==> config.mk <==
export PLATFORM = sky130hd
export DESIGN_NAME = ucie_ctl_sb_arbiter
export DESIGN_NICKNAME = d
export VERILOG_FILES = /design/src/rtl/ucie_ctl_sb_arbiter.sv
export SDC_FILE = /design/constraint.sdc
export NUM_CORES = 1
export LEC_CHECK = 0
export CAP_MARGIN = 20
export CORE_UTILIZATION = 43
export CTS_BUF_LIST = sky130_fd_sc_hd__clkbuf_8
export CTS_CLUSTER_DIAMETER = 200
export DETAILED_ROUTE_END_ITERATION = 12
export PLACE_DENSITY = 0.95
export SLEW_MARGIN = 40
export SYNTH_ARGS = -nofsm -noshare
export SYNTH_HDL_FRONTEND = slang
export SYNTH_SLANG_ARGS = --single-unit
==> constraint.sdc <==
create_clock -name i_clk -period 3.31 [get_ports i_clk]
set_input_delay 0.662 -clock i_clk [delete_from_list [all_inputs] [get_ports i_clk]]
set_output_delay 0.662 -clock i_clk [all_outputs]
set_load 0.01 [all_outputs]
==> src/rtl/ucie_ctl_sb_arbiter.sv <==
// Sideband message arbiter: round-robin selection among three requesters
// (LTSM, error reporter, capability advertiser), one message in flight at a
// time, with a bounded wait on the sideband TX busy handshake.
module ucie_ctl_sb_arbiter #(
    parameter int TIMEOUT = 255,
    parameter int CNT_W   = 8
) (
    input  logic        i_clk,
    input  logic        i_rst,
    input  logic [2:0]  i_req_vld,
    input  logic [14:0] i_req_decode,
    input  logic [95:0] i_req_cap,
    output logic [2:0]  o_req_ack,
    output logic        o_valid_lp_sb,
    output logic [4:0]  o_rdi_lp_sb_decode,
    output logic [31:0] o_rdi_lp_adv_cap_value,
    input  logic        i_pl_sb_busy,
    output logic        o_sb_timeout,
    output logic [1:0]  o_grant_id
);

    typedef enum logic [1:0] {IDLE, ISSUE, WAIT_BUSY, WAIT_DONE} state_t;

    localparam logic [CNT_W-1:0] CNT_LAST = CNT_W'(TIMEOUT - 1);

    state_t           state, state_nxt;
    logic [CNT_W-1:0] cnt;
    logic [1:0]       p0, p1, p2, win;
    logic [4:0]       win_dec;
    logic [31:0]      win_cap;
    logic             in_wait, hit_limit, grant;

    assign in_wait   = (state == WAIT_BUSY) || (state == WAIT_DONE);
    assign hit_limit = in_wait && (cnt == CNT_LAST);
    assign grant     = (state == IDLE) && (|i_req_vld) && !i_pl_sb_busy;

    // Search order starts just after the last granted requester.
    always_comb begin
        p0 = 2'd0;
        p1 = 2'd1;
        p2 = 2'd2;
        case (o_grant_id)
            2'd0:    begin p0 = 2'd1; p1 = 2'd2; p2 = 2'd0; end
            2'd1:    begin p0 = 2'd2; p1 = 2'd0; p2 = 2'd1; end
            default: begin p0 = 2'd0; p1 = 2'd1; p2 = 2'd2; end
        endcase
    end

    // First requesting index in the rotated order, plus its payload.
    always_comb begin
        win = p2;
        if (i_req_vld[p0])      win = p0;
        else if (i_req_vld[p1]) win = p1;
        win_dec = i_req_decode[14:10];
        win_cap = i_req_cap[95:64];
        case (win)
            2'd0:    begin win_dec = i_req_decode[4:0]; win_cap = i_req_cap[31:0];  end
            2'd1:    begin win_dec = i_req_decode[9:5]; win_cap = i_req_cap[63:32]; end
            default: begin win_dec = i_req_decode[14:10]; win_cap = i_req_cap[95:64]; end
        endcase
    end

    // Next state and strobes; completion is checked before the timeout so a
    // busy drop on the last allowed cycle ends the message normally.
    always_comb begin
        state_nxt     = state;
        o_valid_lp_sb = 1'b0;
        o_req_ack     = 3'b000;
        o_sb_timeout  = 1'b0;
        case (state)
            IDLE: begin
                if (grant) state_nxt = ISSUE;
            end
            ISSUE: begin
                o_valid_lp_sb = 1'b1;
                o_req_ack     = 3'b001 << o_grant_id;
                state_nxt     = WAIT_BUSY;
            end
            WAIT_BUSY: begin
                if (hit_limit) begin
                    o_sb_timeout = 1'b1;
                    state_nxt    = IDLE;
                end else if (i_pl_sb_busy) begin
                    state_nxt = WAIT_DONE;
                end
            end
            WAIT_DONE: begin
                if (!i_pl_sb_busy) begin
                    state_nxt = IDLE;
                end else if (hit_limit) begin
                    o_sb_timeout = 1'b1;
                    state_nxt    = IDLE;
                end
            end
            default: state_nxt = IDLE;
        endcase
        // A reset cycle aborts the message: no ack, no valid, no timeout.
        if (i_rst) begin
            o_valid_lp_sb = 1'b0;
            o_req_ack     = 3'b000;
            o_sb_timeout  = 1'b0;
        end
    end

    // State register and wait counter (cleared on issue, counts while waiting).
    always_ff @(posedge i_clk) begin
        if (i_rst) begin
            state <= IDLE;
            cnt   <= '0;
        end else begin
            state <= state_nxt;
            if (state == ISSUE)  cnt <= '0;
            else if (in_wait)    cnt <= cnt + 1'b1;
        end
    end

    // Capture the winner and its payload on the grant; held until the next one.
    always_ff @(posedge i_clk) begin
        if (i_rst) begin
            o_grant_id             <= 2'd2;
            o_rdi_lp_sb_decode     <= '0;
            o_rdi_lp_adv_cap_value <= '0;
        end else if (grant) begin
            o_grant_id             <= win;
            o_rdi_lp_sb_decode     <= win_dec;
            o_rdi_lp_adv_cap_value <= win_cap;
        end
    end

endmodule

; ---- After elaboration in Yosys (flattened, before gate mapping)
; Cells that the tools add are included.
[classes]
add_sub_neg = 1
n_lt_le_gt_ge = 2
shifts = 1
eq_ne = 9
mux = 25
n_reduce_logical = 11
[ops]
columns = cell, count
row1 = $pmux 32 s2, 1
row2 = $mux 2, 7
row3 = $pmux 2 s2, 3
row4 = $pmux 5 s2, 1
row5 = $add 8x1->8 const B, 1
row6 = $eq 8x8->1 const B, 1
row7 = $pmux 2 s4, 1
row8 = $mux 1, 7
row9 = $eq 2x1->1 const B, 3
row10 = $logic_not 2->1, 3
row11 = $lt 2x3->1 const B, 2
row12 = $mux 3, 2
row13 = $ne 3x3->1 const B, 2
row14 = $bmux 1 s2, 2
row15 = $eq 2x2->1 const B, 2
row16 = $logic_and 1x1->1, 3
row17 = $reduce_and 3->1, 1
row18 = $reduce_or 3->1, 1
row19 = $shl 1x2->3 const A, 1
row20 = $ne 2x2->1 const B, 1
row21 = $pmux 1 s2, 1
row22 = $reduce_or 2->1, 1
row23 = $logic_not 1->1, 1
row24 = $logic_or 1x1->1, 1
[word_totals]
elab_cells = 54
inputBits = 117
out_inout_bits = 44
regBits = 49

; ---- Longest topological paths before layout
[depth]
ltp_word = 8
mapped_depth = 6
mapped_depth_nobuf = 6

; ---- Worst setup path after synthesis
; OpenSTA, ideal clock, no wires.
[synth_path]
path_kind = input to output
from = input port i_rst
to = output port o_req_ack[1]
arrival_ns = 1.457
stages = 4
setup_slack_ns = 1.191
n_path_buf = 1
path_cell_list = clkbuf_1 > or3_1 > inv_1 > and3_2
[synth_between]
elab_chain_len = 1
[synth_rtl]
columns = element, line
row1 = start: declaration, 9  ; input logic i_rst,
row2 = $mux 3, 98  ; if (i_rst) begin
row3 = end: declaration, 13  ; output logic [2:0] o_req_ack,
; Every way passes these cells.

; ---- Worst setup path after layout
[layout_path]
from = register state[1]
to = output port o_sb_timeout
[layout_between]
elab_chain_len = 7
word_cells_on_any_way = 8
classes_between = eq/ne: 2 / mux: 4 / reduce/logical: 2
[layout_rtl]
columns = element, line
row1 = start: declaration, 26  ; state_t state, state_nxt;
row2 = start signal: assignment, 111  ; state <= state_nxt;
row3 = $eq 2x2->1, "33, 70"
row4 = $logic_or 1x1->1, 33  ; assign in_wait = (state == WAIT_BUSY) || (state == WAIT_DONE);
row5 = $logic_and 1x1->1, 34  ; assign hit_limit = in_wait && (cnt == CNT_LAST);
row6 = $mux 1, "80, 90"
row7 = $mux 1, 88  ; if (!i_pl_sb_busy) begin
row8 = $pmux 1 s2 *, 70  ; case (state)
row9 = $mux 1 *, 98
row10 = end: declaration, 18  ; output logic o_sb_timeout,
; Mark *: on every way between the ends. The rest lies on a longest branch, timed or not.

==> impl_metrics.yaml <==
run_status:
  status: "finished clean"
power:
  p_leak_nw: 1.61
  peakVddDrop_uv: 250
  powerDensity_mw_per_mm2: 384
  finalPower_w: 0.00177
drt:
  initialDrtViolationCount: 418
  vias: 3453
  ant_nets: 0
  wl_mm: 10.1
  wire_per_inst_um: 18.4
  drc: 0
  drt_pre_antenna_iters: 8
  avgViaCountPerCell: 6.26
clocking:
  cts_buffers: 5
  cts_sinks: 49
  clk_pin_slew_ns: 0.10
  cts_buffer_depth: 2
  htreeDepth: 2
  hold_buffers: 0
  cts_setup_buffers: 0
  root_buffer: "clkbuf_8"
  cts.repair.resized: 0
  cts_tree: "yes"
  insertion_delay_ns: 0.30
worst_setup_path:
  path_cells: "nand4_1, or2_2, nor3_1, clkdlybuf4s50_1"
  cp_max_fo: 13
  endpoint_kind: "output pin"
  crit_path_start_kind: "flip-flop"
  worstSetupPathType: "flip-flop to output pin"
  cp.arrival_ns: 2.16
  crit_path_top_delay_cell: "dfxtp_1"
  cp_data_required_time_ns: 2.65
  cpPeakStageDelay_ns: 0.61
  r2r_cells: 4
floorplanning:
  fp.dieW_um: 83.7
  dieArea_mm2: 0.00701
  io_pins: 161
  core_area_mm2: 0.00639
  rows: 29
  die_h_um: 83.7
  start_util: 0.450
finish:
  fin_cells: 552
  design_area_mm2: 0.00460
  fin_util: 0.720
  num_antenna_cells: 0
  seqCellArea_um2: 981
  drive_gt1_frac: 0.0695
  multi_input_area_mm2: 0.00169
  areaGrowthSynthToFinish_pct: 60.1
  fillCellCount: 499
  final_nets: 593
global_routing:
  use_met2: 0.503
  grt_use_total: 0.283
  use_met3: 0.0425
  grtUsageMet1: 0.349
  antenna_found_initial: 0
  grt_pass1_vias: 3376
  grt_pass1_wl_mm: 16.3
  grt-ovfl-total: 0
  grt_most_used_layer: "met2"
  grt_max_degree: 46
synthesis:
  synth.top_cell.area_share: 0.341
  synth.yosys.seq_area_share: 0.341
  yosysWarnings: 0
  synth-seq-cells: 49
  syn_area_mm2: 0.00287
  synth_top_area_cell: "dfxtp_1"
  synth_edf_count: 0
  yosys.cell_types.count: 35
  synth_compound_area_frac: 0.289
  synth-adder-area-share: 0.00871
  synthTopCellsByArea: "dfxtp_1, a222oi_1, a311oi_1"
  synth-simple-area-share: 0.265
  avgSynthCellArea_um2: 8.65
  yosysMostFrequentCell: "dfxtp_1"
  synth_cells: 332
  synth.top_cells.by_count: "dfxtp_1, nor2_1, a222oi_1, and2_1, nand3_1"
  async_flop_share: 0
  synth_top_family_by_area: "compound AO/OA/AOI/OAI gates"
  synthMuxAreaShare: 0
  ys.flop_type: "dfxtp_1"
  synth_xor_area_frac: 0.0152
  synth.net_count: 451
sta:
  worst_pin_slew_ns: 0.612
  max_slew_margin: 0.589
  fin_worst_skew_ns: 0.0110
  layout_min_cycle_time_ns: 2.82
  setup_violations: 0
  max_freq_mhz: 355
  hold_viol_final: 0
  rsz0062_at_grt: "no"
  tns_ns: 0
  finalMaxSlewViolations: 0
  fin_crit_sh: 0.852
placement:
  numPortBuffers: 160
  dp_cells: 544
  routabilityCongestion: 0.792
  post_dp_cell_area_mm2: 0.00447
  dp_hpwl_mm: 6.84
hold_path:
  holdCritPathClass: "flip-flop to flip-flop"
  min_path_cells: 2
flow_run:
  cap_violations: 0
[metal layers]
layer,part of all wire,wire (um),vias up
met1,0.38,3820,1628
li1,-,-,1588
met3,0.095,959,21
met5,0,0,-
met2,0.51,5170,216
met4,0.019,191,0
[critical path, delay by kind of cell, from the launching register on]
family	cells	cell delay, ns
flops	1	0.61
buf+inv	1	0.58
simple gates	3	0.68
[power by group]
group | internal [W] | leakage [nW] | switching (W)
clock | 0.000244 | 0.0626 | 0.000201
sequential | 0.000648 | 0.404 | 0.0000417
combinational | 0.000343 | 1.14 | 0.000287
total | 0.00123 | 1.61 | 0.000530
[through the flow]
step / setup slack [ns] / hold slack [ns]
3_5_place_dp: 0.475 / 0.488
2_1_floorplan: 1.19 / 0.458
6_report: 0.490 / 0.502
3_3_place_gp: 0.594 / 0.471
4_1_cts: 0.449 / 0.504
5_1_grt: 0.335 / 0.530
[worst paths after layout]
check | start | endpoint | slack [ns]
hold / removal | o_rdi_lp_adv_cap_value[0] | o_rdi_lp_adv_cap_value[0] | 0.50
setup / recovery | state[1] | o_sb_timeout | 0.49
setup reg to reg | o_grant_id[1] | o_rdi_lp_adv_cap_value[3] | 1.48
hold reg to reg | o_rdi_lp_adv_cap_value[0] | o_rdi_lp_adv_cap_value[0] | 0.50
[state kept, by name, indices dropped and copies added, names as in the netlist]
| name | flops |
|---|---|
| o_rdi_lp_sb_decode | 5 |
| o_rdi_lp_adv_cap_value | 32 |
| cnt | 8 |
| o_grant_id | 2 |
| state | 2 |
[cell type report]
type | count | area share
Clock buffer | 6 | 0.0180
Tap cell | 77 | 0.0210
Clock inverter | 2 | 0.00735
Timing Repair Buffer | 171 | 0.368
Multi-Input combinational cell | 241 | 0.368
Inverter | 6 | 0.00490
Sequential cell | 49 | 0.213
[cell usage in the layout, fill, tap and decap left out, types with 2 or more instances in the layout]
master	instances
clkdlybuf4s50_1	159
dfxtp_1	49
nor2_1	47
nand3_1	37
and2_1	37
a222oi_1	37
a311oi_1	30
buf_4	10
inv_1	7
a311oi_2	7
nand2_1	6
clkbuf_8	6
nor3_1	4
nand4_1	4
xor2_1	4
or3_1	3
o21ai_0	3
a211oi_1	3
a21oi_1	2
nand2b_1	2
nor4_4	2
ha_1	2
[cells by family (layout without fill, tap and decap cells)]
group	Yosys count	count (layout)
xor+xnor	5	5
buf+inv	42	185
simple gates	146	146
flops	49	49
fa+ha+maj	2	2
compound gates	88	88
Power figures use the tool's default switching activity.
